==> src/rtl/mem_access_unit_if.sv <==
// ----------------------------------------------------------------------------
// mem_access_unit_if
// Bundles the pipeline request/response handshake and the data-memory port of
// the memory-stage initiator (mem_access_unit).
//
// Signals
//   req_valid      pipeline -> unit   request present
//   req_ready      unit -> pipeline   unit idle; accept when valid & ready
//   req_load       pipeline -> unit   request is a load
//   req_store      pipeline -> unit   request is a store
//   req_word       pipeline -> unit   1 = 32-bit access, 0 = byte access
//   req_signed     pipeline -> unit   byte load sign-extends when 1
//   req_addr       pipeline -> unit   byte address
//   req_wdata      pipeline -> unit   store data (byte store uses [7:0])
//   resp_valid     unit -> pipeline   one-cycle completion pulse
//   resp_fault     unit -> pipeline   request rejected, no memory access made
//   resp_data      unit -> pipeline   load result, 0 for stores and faults
//   mem_address    unit -> memory     address
//   mem_write_data unit -> memory     write data
//   mem_memRead    unit -> memory     read strobe
//   mem_memWrite   unit -> memory     write strobe
//   mem_word       unit -> memory     word/byte select
//   mem_read_data  memory -> unit     read data, combinational from address
//
// Modports
//   slave  : view of the unit itself
//   master : view of the surrounding pipeline / memory environment
// ----------------------------------------------------------------------------
interface mem_access_unit_if;

   logic        req_valid;
   logic        req_ready;
   logic        req_load;
   logic        req_store;
   logic        req_word;
   logic        req_signed;
   logic [31:0] req_addr;
   logic [31:0] req_wdata;

   logic        resp_valid;
   logic        resp_fault;
   logic [31:0] resp_data;

   logic [31:0] mem_address;
   logic [31:0] mem_write_data;
   logic        mem_memRead;
   logic        mem_memWrite;
   logic        mem_word;
   logic [31:0] mem_read_data;

   modport slave (
      input  req_valid, req_load, req_store, req_word, req_signed,
             req_addr, req_wdata, mem_read_data,
      output req_ready, resp_valid, resp_fault, resp_data,
             mem_address, mem_write_data, mem_memRead, mem_memWrite, mem_word
   );

   modport master (
      output req_valid, req_load, req_store, req_word, req_signed,
             req_addr, req_wdata, mem_read_data,
      input  req_ready, resp_valid, resp_fault, resp_data,
             mem_address, mem_write_data, mem_memRead, mem_memWrite, mem_word
   );

endinterface : mem_access_unit_if

==> src/rtl/mem_access_unit.sv <==
// ----------------------------------------------------------------------------
// mem_access_unit
// Memory-stage initiator between the pipeline and a byte-addressed data
// memory. Accepts one load/store at a time, range-checks it, drives the memory
// port for MEM_LATENCY cycles, extends load data and returns a one-cycle
// completion or fault response. req_ready low doubles as the pipeline stall.
//
// Parameters
//   MEM_BYTES    data memory size in bytes (highest legal address MEM_BYTES-1)
//   MEM_LATENCY  cycles memRead/memWrite stay asserted per access (>= 1)
//
// Ports
//   clk    in  clock, all state on the rising edge
//   reset  in  synchronous active-high reset
//   bus    slave modport of mem_access_unit_if (request, response, memory)
//
// Build option
//   MEM_ACCESS_ALIGN_CHECK_EN  when defined, word accesses with addr[1:0] != 0
//                              are rejected with a fault; when undefined they
//                              are issued as-is to the byte-addressed memory.
//
// All outputs are registered.
// ----------------------------------------------------------------------------
module mem_access_unit #(
   parameter int unsigned MEM_BYTES   = 22,
   parameter int unsigned MEM_LATENCY = 1
) (
   input  logic              clk,
   input  logic              reset,
   mem_access_unit_if.slave  bus
);

   localparam int unsigned        CNT_W    = (MEM_LATENCY > 1) ? $clog2(MEM_LATENCY) : 1;
   localparam logic [CNT_W-1:0]   CNT_LAST = CNT_W'(MEM_LATENCY - 1);
   localparam logic [32:0]        BYTES_X  = 33'(MEM_BYTES);

   typedef enum logic [1:0] {
      ST_IDLE   = 2'd0,
      ST_ACCESS = 2'd1,
      ST_RESP   = 2'd2
   } state_e;

   state_e             state_q, state_d;
   logic [CNT_W-1:0]   cnt_q, cnt_d;
   logic               signed_q, signed_d;
   logic               req_ready_q, req_ready_d;
   logic               resp_valid_q, resp_valid_d;
   logic               resp_fault_q, resp_fault_d;
   logic [31:0]        resp_data_q, resp_data_d;
   logic [31:0]        mem_address_q, mem_address_d;
   logic [31:0]        mem_write_data_q, mem_write_data_d;
   logic               mem_read_q, mem_read_d;
   logic               mem_write_q, mem_write_d;
   logic               mem_word_q, mem_word_d;

   logic               accept_c;
   logic               kind_bad_c;
   logic               range_bad_c;
   logic               align_bad_c;
   logic               illegal_c;
   logic [32:0]        addr_ext_c;
   logic [31:0]        load_data_c;

   // Request legality, evaluated on the accept edge from the live req_* inputs
   always_comb begin
      addr_ext_c  = {1'b0, bus.req_addr};
      kind_bad_c  = (bus.req_load == bus.req_store);
      // Word access needs all four bytes addr..addr+3 inside the memory
      if (bus.req_word) begin
         range_bad_c = ((addr_ext_c + 33'd3) >= BYTES_X);
      end else begin
         range_bad_c = (addr_ext_c >= BYTES_X);
      end
`ifdef MEM_ACCESS_ALIGN_CHECK_EN
      align_bad_c = bus.req_word & (|bus.req_addr[1:0]);
`else
      align_bad_c = 1'b0;
`endif
      illegal_c   = kind_bad_c | range_bad_c | align_bad_c;
   end

   // Load-data extension; byte loads ignore the upper memory bits
   always_comb begin
      if (mem_word_q) begin
         load_data_c = bus.mem_read_data;
      end else begin
         load_data_c = {{24{signed_q & bus.mem_read_data[7]}}, bus.mem_read_data[7:0]};
      end
   end

   assign accept_c = (state_q == ST_IDLE) & bus.req_valid;

   // State register and registered outputs
   always_ff @(posedge clk) begin
      if (reset) begin
         state_q          <= ST_IDLE;
         cnt_q            <= '0;
         signed_q         <= 1'b0;
         req_ready_q      <= 1'b1;
         resp_valid_q     <= 1'b0;
         resp_fault_q     <= 1'b0;
         resp_data_q      <= '0;
         mem_address_q    <= '0;
         mem_write_data_q <= '0;
         mem_read_q       <= 1'b0;
         mem_write_q      <= 1'b0;
         mem_word_q       <= 1'b0;
      end else begin
         state_q          <= state_d;
         cnt_q            <= cnt_d;
         signed_q         <= signed_d;
         req_ready_q      <= req_ready_d;
         resp_valid_q     <= resp_valid_d;
         resp_fault_q     <= resp_fault_d;
         resp_data_q      <= resp_data_d;
         mem_address_q    <= mem_address_d;
         mem_write_data_q <= mem_write_data_d;
         mem_read_q       <= mem_read_d;
         mem_write_q      <= mem_write_d;
         mem_word_q       <= mem_word_d;
      end
   end

   // Next-state and next-output logic
   always_comb begin
      state_d          = state_q;
      cnt_d            = cnt_q;
      signed_d         = signed_q;
      resp_valid_d     = 1'b0;
      resp_fault_d     = 1'b0;
      resp_data_d      = '0;
      mem_address_d    = mem_address_q;
      mem_write_data_d = mem_write_data_q;
      mem_read_d       = mem_read_q;
      mem_write_d      = mem_write_q;
      mem_word_d       = mem_word_q;

      unique case (state_q)
         ST_IDLE: begin
            if (accept_c) begin
               if (illegal_c) begin
                  // Rejected: answer straight away, memory port untouched
                  state_d      = ST_RESP;
                  resp_valid_d = 1'b1;
                  resp_fault_d = 1'b1;
               end else begin
                  state_d          = ST_ACCESS;
                  cnt_d            = '0;
                  signed_d         = bus.req_signed;
                  mem_address_d    = bus.req_addr;
                  mem_write_data_d = bus.req_wdata;
                  mem_word_d       = bus.req_word;
                  mem_read_d       = bus.req_load;
                  mem_write_d      = bus.req_store;
               end
            end
         end

         ST_ACCESS: begin
            if (cnt_q == CNT_LAST) begin
               // Last access cycle: capture read data, drop strobes for RESP
               state_d      = ST_RESP;
               mem_read_d   = 1'b0;
               mem_write_d  = 1'b0;
               resp_valid_d = 1'b1;
               resp_data_d  = mem_read_q ? load_data_c : 32'd0;
            end else begin
               cnt_d = cnt_q + CNT_W'(1);
            end
         end

         ST_RESP: begin
            state_d = ST_IDLE;
         end

         default: begin
            state_d     = ST_IDLE;
            mem_read_d  = 1'b0;
            mem_write_d = 1'b0;
         end
      endcase

      req_ready_d = (state_d == ST_IDLE);
   end

   assign bus.req_ready      = req_ready_q;
   assign bus.resp_valid     = resp_valid_q;
   assign bus.resp_fault     = resp_fault_q;
   assign bus.resp_data      = resp_data_q;
   assign bus.mem_address    = mem_address_q;
   assign bus.mem_write_data = mem_write_data_q;
   assign bus.mem_memRead    = mem_read_q;
   assign bus.mem_memWrite   = mem_write_q;
   assign bus.mem_word       = mem_word_q;

endmodule : mem_access_unit

==> src/flat_wrapper.sv <==
// flat-port wrapper written by rule: the top's interface ports become plain ports
module mem_access_unit_flat 
#(
   parameter int unsigned MEM_BYTES   = 22,
   parameter int unsigned MEM_LATENCY = 1
)
  (clk, reset, bus_req_valid, bus_req_load, bus_req_store, bus_req_word, bus_req_signed, bus_req_addr, bus_req_wdata, bus_mem_read_data, bus_req_ready, bus_resp_valid, bus_resp_fault, bus_resp_data, bus_mem_address, bus_mem_write_data, bus_mem_memRead, bus_mem_memWrite, bus_mem_word);
  mem_access_unit_if bus_i ();
  input  logic clk;
  input  logic reset;
  input wire logic [$bits(bus_i.req_valid)-1:0] bus_req_valid;
  input wire logic [$bits(bus_i.req_load)-1:0] bus_req_load;
  input wire logic [$bits(bus_i.req_store)-1:0] bus_req_store;
  input wire logic [$bits(bus_i.req_word)-1:0] bus_req_word;
  input wire logic [$bits(bus_i.req_signed)-1:0] bus_req_signed;
  input wire logic [$bits(bus_i.req_addr)-1:0] bus_req_addr;
  input wire logic [$bits(bus_i.req_wdata)-1:0] bus_req_wdata;
  input wire logic [$bits(bus_i.mem_read_data)-1:0] bus_mem_read_data;
  output wire logic [$bits(bus_i.req_ready)-1:0] bus_req_ready;
  output wire logic [$bits(bus_i.resp_valid)-1:0] bus_resp_valid;
  output wire logic [$bits(bus_i.resp_fault)-1:0] bus_resp_fault;
  output wire logic [$bits(bus_i.resp_data)-1:0] bus_resp_data;
  output wire logic [$bits(bus_i.mem_address)-1:0] bus_mem_address;
  output wire logic [$bits(bus_i.mem_write_data)-1:0] bus_mem_write_data;
  output wire logic [$bits(bus_i.mem_memRead)-1:0] bus_mem_memRead;
  output wire logic [$bits(bus_i.mem_memWrite)-1:0] bus_mem_memWrite;
  output wire logic [$bits(bus_i.mem_word)-1:0] bus_mem_word;
  assign bus_i.req_valid = bus_req_valid;
  assign bus_i.req_load = bus_req_load;
  assign bus_i.req_store = bus_req_store;
  assign bus_i.req_word = bus_req_word;
  assign bus_i.req_signed = bus_req_signed;
  assign bus_i.req_addr = bus_req_addr;
  assign bus_i.req_wdata = bus_req_wdata;
  assign bus_i.mem_read_data = bus_mem_read_data;
  assign bus_req_ready = bus_i.req_ready;
  assign bus_resp_valid = bus_i.resp_valid;
  assign bus_resp_fault = bus_i.resp_fault;
  assign bus_resp_data = bus_i.resp_data;
  assign bus_mem_address = bus_i.mem_address;
  assign bus_mem_write_data = bus_i.mem_write_data;
  assign bus_mem_memRead = bus_i.mem_memRead;
  assign bus_mem_memWrite = bus_i.mem_memWrite;
  assign bus_mem_word = bus_i.mem_word;
  mem_access_unit #(.MEM_BYTES(MEM_BYTES), .MEM_LATENCY(MEM_LATENCY)) u_core (.clk(clk), .reset(reset), .bus(bus_i));
endmodule
==> config.mk <==
export PLATFORM = sky130hd
export DESIGN_NAME = mem_access_unit_flat
export DESIGN_NICKNAME = d
export VERILOG_FILES = /design/src/rtl/mem_access_unit_if.sv /design/src/rtl/mem_access_unit.sv /design/src/flat_wrapper.sv
export SDC_FILE = /design/constraint.sdc
export NUM_CORES = 1
export LEC_CHECK = 0
export CORE_ASPECT_RATIO = 1.25
export CORE_MARGIN = 10
export CORE_UTILIZATION = 39
export CTS_CLUSTER_DIAMETER = 60
export DETAILED_ROUTE_END_ITERATION = 6
export GPL_TIMING_DRIVEN = 0
export MAX_ROUTING_LAYER = met4
export PLACE_DENSITY = 0.78
export SYNTH_ARGS = -nofsm -noshare
export SYNTH_HDL_FRONTEND = slang
export SYNTH_SLANG_ARGS = --single-unit
export TNS_END_PERCENT = 20
==> constraint.sdc <==
create_clock -name clk -period 2.4 [get_ports clk]
set_input_delay 0.24 -clock clk [delete_from_list [all_inputs] [get_ports clk]]
set_output_delay 0.24 -clock clk [all_outputs]
set_load 0.01 [all_outputs]
== Word-level counts from Yosys, hierarchy flattened ==
Cells that the tools add are included.
Word-level totals
  bits of input ports: 103
  output and inout port bits: 102
  bits in registers: 106
Cells by class
  muxes and demuxes: 21
  equal/unequal tests: 6
  reduce and logical (&&, ||, !) cells: 8
  add/sub/neg operators: 2
  bitwise operators: 8
  order comparisons: 2
Operators by type and width (count)
  32-bit by 2-bit adder with 33-bit output, second input constant: 1
  33-bit by 5-bit >= comparator with 1-bit output, second input constant: 1
  32-bit by 5-bit >= comparator with 1-bit output, second input constant: 1
  32-bit two-way mux: 1
  1-bit two-way mux: 12
  2-bit two-way mux: 3
  1-bit one-hot mux with 3 select lines: 2
  3-bit AND reduction: 2
  1-bit inverter: 5
  2-bit logical NOT: 2
  2-bit != test, second input constant: 2
  1-bit one-hot mux with 2 select lines: 2
  2-bit one-hot mux with 2 select lines: 1
  4-bit AND reduction: 1
  4-bit OR reduction: 1
  1-bit AND: 2
  2-bit by 1-bit equality test with 1-bit output, second input constant: 1
  2-bit equality test, second input constant: 1
  2-bit by 1-bit != test with 1-bit output, second input constant: 1
  2-bit nonzero test: 1
  2-bit OR reduction: 1
  1-bit adder, second input constant: 1
  1-bit equality test: 1
  1-bit bitwise OR: 1

== Depth between registers and ports, before layout ==
  word-level depth: 8
  mapped depth: 12
  gate-level depth less buffers: 9

== Worst setup path before layout ==
No wires, ideal clock.
  kind: input -> register
  start point: in bus_req_addr[0]
  end point: reg u_core.mem_address_q[24], in the netlist u_core.bus.mem_address[24]
  setup time: 141 ps
  required time: 2259 ps
  cell stages on the path: 12
  path slack: -223 ps
  arrival: 2482 ps
  path buffers: 3
  cells stage by stage: inv_1 ha_1 nand3b_1 o21a_1 a2111oi_0 o2111ai_1 nor4_1 a31o_1 buf_6 buf_6 buf_6 nor3b_2
Between the ends
  longest elaborated chain between the ends: 6
  elaborated cells between the ends (all ways): 7
Ends and longest elaborated chain
  start, declared: RTL line flat_wrapper.sv:16  | input wire logic [$bits(bus_i.req_addr)-1:0] bus_req_addr;
  32-bit by 2-bit adder with 33-bit output: RTL line mem_access_unit.sv:70  | range_bad_c = ((addr_ext_c + 33'd3) >= BYTES_X);
  33-bit by 5-bit >= comparator with 1-bit output: RTL line mem_access_unit.sv:70
  1-bit two-way mux (*): RTL line mem_access_unit.sv:69  | if (bus.req_word) begin
  1-bit bitwise OR (*): RTL line mem_access_unit.sv:79  | illegal_c = kind_bad_c | range_bad_c | align_bad_c;
  1-bit inverter (no line) (*)
  3-bit AND reduction (no line) (*)
  end signal, assigned: RTL line mem_access_unit.sv:116  | mem_address_q <= mem_address_d;
  end, declared: RTL line mem_access_unit.sv:50  | logic [31:0] mem_address_q, mem_address_d;
Mark *: on every way between the ends. The rest lies on a longest branch, timed or not.
A chain may end at the register's enable or synchronous reset.

== Worst setup path after layout ==
  start point: in bus_req_addr[1]
  end point: reg u_core.mem_address_q[14], in the netlist u_core.bus.mem_address[14]
The elaborated chain is that of the path after synthesis.

==> impl_metrics.sql <==
INSERT INTO impl_metrics (metric_group, metric, value, unit) VALUES
('sta', 'timing.final.crit_share', '0.984', ''),
('sta', 'achievable-frequency', '424', 'MHz'),
('yosys', 'synthArstFlopShare', '0', ''),
('finish', 'areaGrowthSynthToFinish', '57.9', '%'),
('floorplanning', 'die_area', '0.0172', 'mm2'),
('sta', 'timing.hold.ws', '191', 'ps'),
('place', 'numPortBuffers', '195', ''),
('sta', 'finalSetupViolCount', '0', ''),
('clock_tree', 'cts_made_buffers', '9', ''),
('finish', 'finished_cell_area', '0.00760', 'mm2'),
('finish', 'antenna_cells_inserted', '0', ''),
('yosys', 'synth_area_leaders', 'dfxtp_1 (44%), nand2b_1 (11%), mux2i_1 (8.9%)', ''),
('status', 'status', 'finished, final reports clean', ''),
('power', 'power_per_cell_area', '489', 'mW/mm2'),
('yosys', 'synthDominantAreaCellType', 'dfxtp_1', ''),
('sta', 'skew', '6.12', 'ps'),
('route', 'drt-vias-per-instance', '5.03', ''),
('floorplanning', 'fp.coreArea', '0.0121', 'mm2'),
('sta', 'setup_total_negative_slack', '0', 'ps'),
('worst_setup_path', 'timing.critical_path.to_type', 'flip-flop', ''),
('floorplanning', 'row_count', '45', ''),
('finish', 'multi_input_comb_area', '0.00265', 'mm2'),
('worst_setup_path', 'crit_required', '2670', 'ps'),
('finish', 'ff_latch_area', '0.00210', 'mm2'),
('route', 'vias', '4485', ''),
('finish', 'layout_commonest_cell', 'clkdlybuf4s50_1', ''),
('place', 'gpl.final_weighted_congestion', '0.878', ''),
('yosys', 'synth.top_cell.area_share', '0.437', ''),
('sta', 'relSlewSlack', '0.542', ''),
('clock_tree', 'cts_sinks', '105', ''),
('sta', 'hold_violations', '0', ''),
('floorplanning', 'ios', '205', ''),
('route', 'drt_pre_antenna_iters', '4', ''),
('yosys', 'ys.warnings.count', '0', ''),
('yosys', 'synth_enable_flop_cells', '0', ''),
('route', 'avgRoutedWirePerCell', '18.4', 'um'),
('route', 'drt-initial-drc-count', '214', ''),
('yosys', 'synth_cells', '502', ''),
('global_routing', 'initial_antenna_violation_count', '0', ''),
('floorplanning', 'die_width', '119', 'um'),
('power', 'p_leak', '2.63', 'nW'),
('clock_tree', 'cts-root-buf', 'clkbuf_16', ''),
('worst_hold_path', 'hold_path.class', 'in -> reg', ''),
('yosys', 'post_synth.cell_area_avg', '9.59', 'um2'),
('finish', 'final.fill_count', '1006', ''),
('clock_tree', 'tritoncts', 'done', ''),
('finish', 'most-common-layout-cells', 'clkdlybuf4s50_1 (181), dfxtp_1 (105), nand2b_1 (85), mux2i_1 (43), nand2_1 (38)', ''),
('power', 'peakVddDrop', '0.000340', 'V'),
('finish', 'fin_nets', '828', ''),
('sta', 'final-max-slew-violation-count', '0', ''),
('route', 'route.final.wire_length', '16.4', 'mm'),
('route', 'drtAntennaViolNets', '0', ''),
('place', 'placement.cell_area', '0.00700', 'mm2'),
('route', 'drt_drc_violations_left', '0', ''),
('floorplanning', 'fp.dieH', '144', 'um'),
('sta', 'slew_worst_pin', '687', 'ps'),
('global_routing', 'grt_start_max_net_pins', '18', ''),
('yosys', 'synth_seq_cells', '105', ''),
('finish', 'final_layout_size_suffix_gt1_frac', '0.132', ''),
('worst_setup_path', 'rr_worst_depth', '7', ''),
('power', 'total_power', '3.72', 'mW'),
('worst_hold_path', 'holdPathStages', '3', ''),
('clock_tree', 'cts.reportedPaths.clkPinSlew', '70', 'ps'),
('sta', 'rsz_0062_raised_after_global_routing', 'yes', ''),
('run', 'maxCapViolCount', '0', ''),
('yosys', 'postSynthNetCount', '608', ''),
('floorplanning', 'start_util', '0.398', ''),
('sta', 'post-route-min-period', '2360', 'ps'),
('place', 'detailedPlacementHpwl', '13.1', 'mm'),
('worst_setup_path', 'timing_worst_setup_path_type', 'in -> reg', ''),
('worst_setup_path', 'arrival_worst_endpoint', '2630', 'ps'),
('yosys', 'post_synth_instance_area', '0.00481', 'mm2'),
('global_routing', 'grt_pass1_vias', '4582', ''),
('clock_tree', 'clk-insertion-delay-late', '340', 'ps'),
('global_routing', 'grt_pass1_wl', '24.9', 'mm'),
('yosys', 'dominantRegCellSynth', 'dfxtp_1', ''),
('global_routing', 'globalRouteTotalUtil', '0.187', ''),
('clock_tree', 'ctsLongestPathBuffers', '2', ''),
('clock_tree', 'h-tree-depth', '3', ''),
('worst_setup_path', 'critical_path.startpoint_type', 'primary input', ''),
('global_routing', 'overflow', '0', ''),
('worst_setup_path', 'path_max_fanout', '10', ''),
('yosys', 'ys_seq_area_frac', '0.437', ''),
('yosys', 'synth_cell_types', '49', '');
registers in the layout, summed over array words and instances (netlist names):
name / flops
u_core.bus.mem_address: 32
u_core.bus.mem_memRead: 1
u_core.bus.mem_memWrite: 1
u_core.bus.mem_word: 1
u_core.bus.mem_write_data: 32
u_core.bus.req_ready: 1
u_core.bus.resp_data: 32
u_core.bus.resp_fault: 1
u_core.bus.resp_valid: 1
u_core.signed_q: 1
u_core.state_q: 2
worst max-delay path: stages:
cell	delay, ps
buf_8	100
inv_2	50
ha_4	150
nand3b_1	180
buf_6	150
buf_4	130
buf_4	140
o31a_1	240
a31o_2	230
o211ai_1	100
nor4_1	80
a31o_1	220
buf_6	140
buf_12	140
buf_12	140
nor3b_2	180
power breakdown:
part / total, mW / internal (mW) / switching [mW] / leakage, nW
Clock: 1.58 / 0.946 / 0.630 / 0.159
Combinational: 0.398 / 0.223 / 0.175 / 1.62
Sequential: 1.75 / 1.74 / 0.00123 / 0.846
Total: 3.72 / 2.91 / 0.806 / 2.63
cells by family after synthesis:
logic type	after synthesis	synth area share
fa+ha+maj	3	0.00780
mux	44	0.0918
compound gates	62	0.0837
xor+xnor	12	0.0218
simple gates	237	0.316
buf+inv	39	0.0416
flops	105	0.437
layer usage:
| layer | up-vias | wire length [um] | global-route usage |
|---|---|---|---|
| li1 | 2185 | - | - |
| met1 | 2086 | 6530 | 0.201 |
| met2 | 186 | 8530 | 0.335 |
| met3 | 28 | 880 | 0.0347 |
| met4 | 0 | 461 | 0.0751 |
| met5 | - | 0 | - |
synthesized netlist by cell type, drive strengths merged, types with 2 or more instances:
cell     number
xnor2         6
a21o          2
o211ai        6
a31o          2
mux2i        43
dfxtp       105
ha            3
nand4        11
nor3         10
and3          4
o21ba         2
o2111ai       2
and2          9
nand2b       85
nor4         11
a21boi        3
and4          6
nand2        38
a2111oi       2
nand3        10
inv           3
o21ai         8
nand3b        5
nor2b         2
nor2         15
xor2          6
a21oi        26
clkbuf       21
buf          15
nor3b        29
through the flow:
stage / util / setup slack (ps) / cells
floorplan: - / 0.664 / 502
global route: 0.628 / -78.2 / 891
detailed placement: 0.578 / -1230 / 861
finish: 0.628 / 39.5 / 891
global placement: 0.578 / -1100 / 861
CTS: 0.623 / -1.69 / 890
timing repair:
item                       in CTS  in global routing
resized for setup              42                 29
cloned                          2                  0
setup endpoints to repair      72                 72
pin swaps                      12                  6
hold buffers                    0                  0
setup buffers                  11                  1
path summary, 6_finish.rpt:
| path | slack (ps) | from | to |
|---|---|---|---|
| min | 190 | bus_req_addr[1] | u_core.bus.mem_address[1] |
| max | 40 | bus_req_addr[1] | u_core.bus.mem_address[14] |
| min reg2reg | 470 | u_core.bus.mem_write_data[30] | u_core.bus.mem_write_data[30] |
| max reg2reg | 700 | u_core.state_q[0] | u_core.bus.mem_write_data[2] |
final cells by class:
cell class / instances / share of cell area
clock buffers: 10 / 0.0314
plain buffers: 36 / 0.0301
inverters: 3 / 0.00181
repair buffers: 209 / 0.273
multi-input cells: 358 / 0.349
flip-flops and latches: 105 / 0.277
clock inverters: 6 / 0.0119
well taps: 164 / 0.0270
Note: power is estimated with default switching activity, not from simulation.
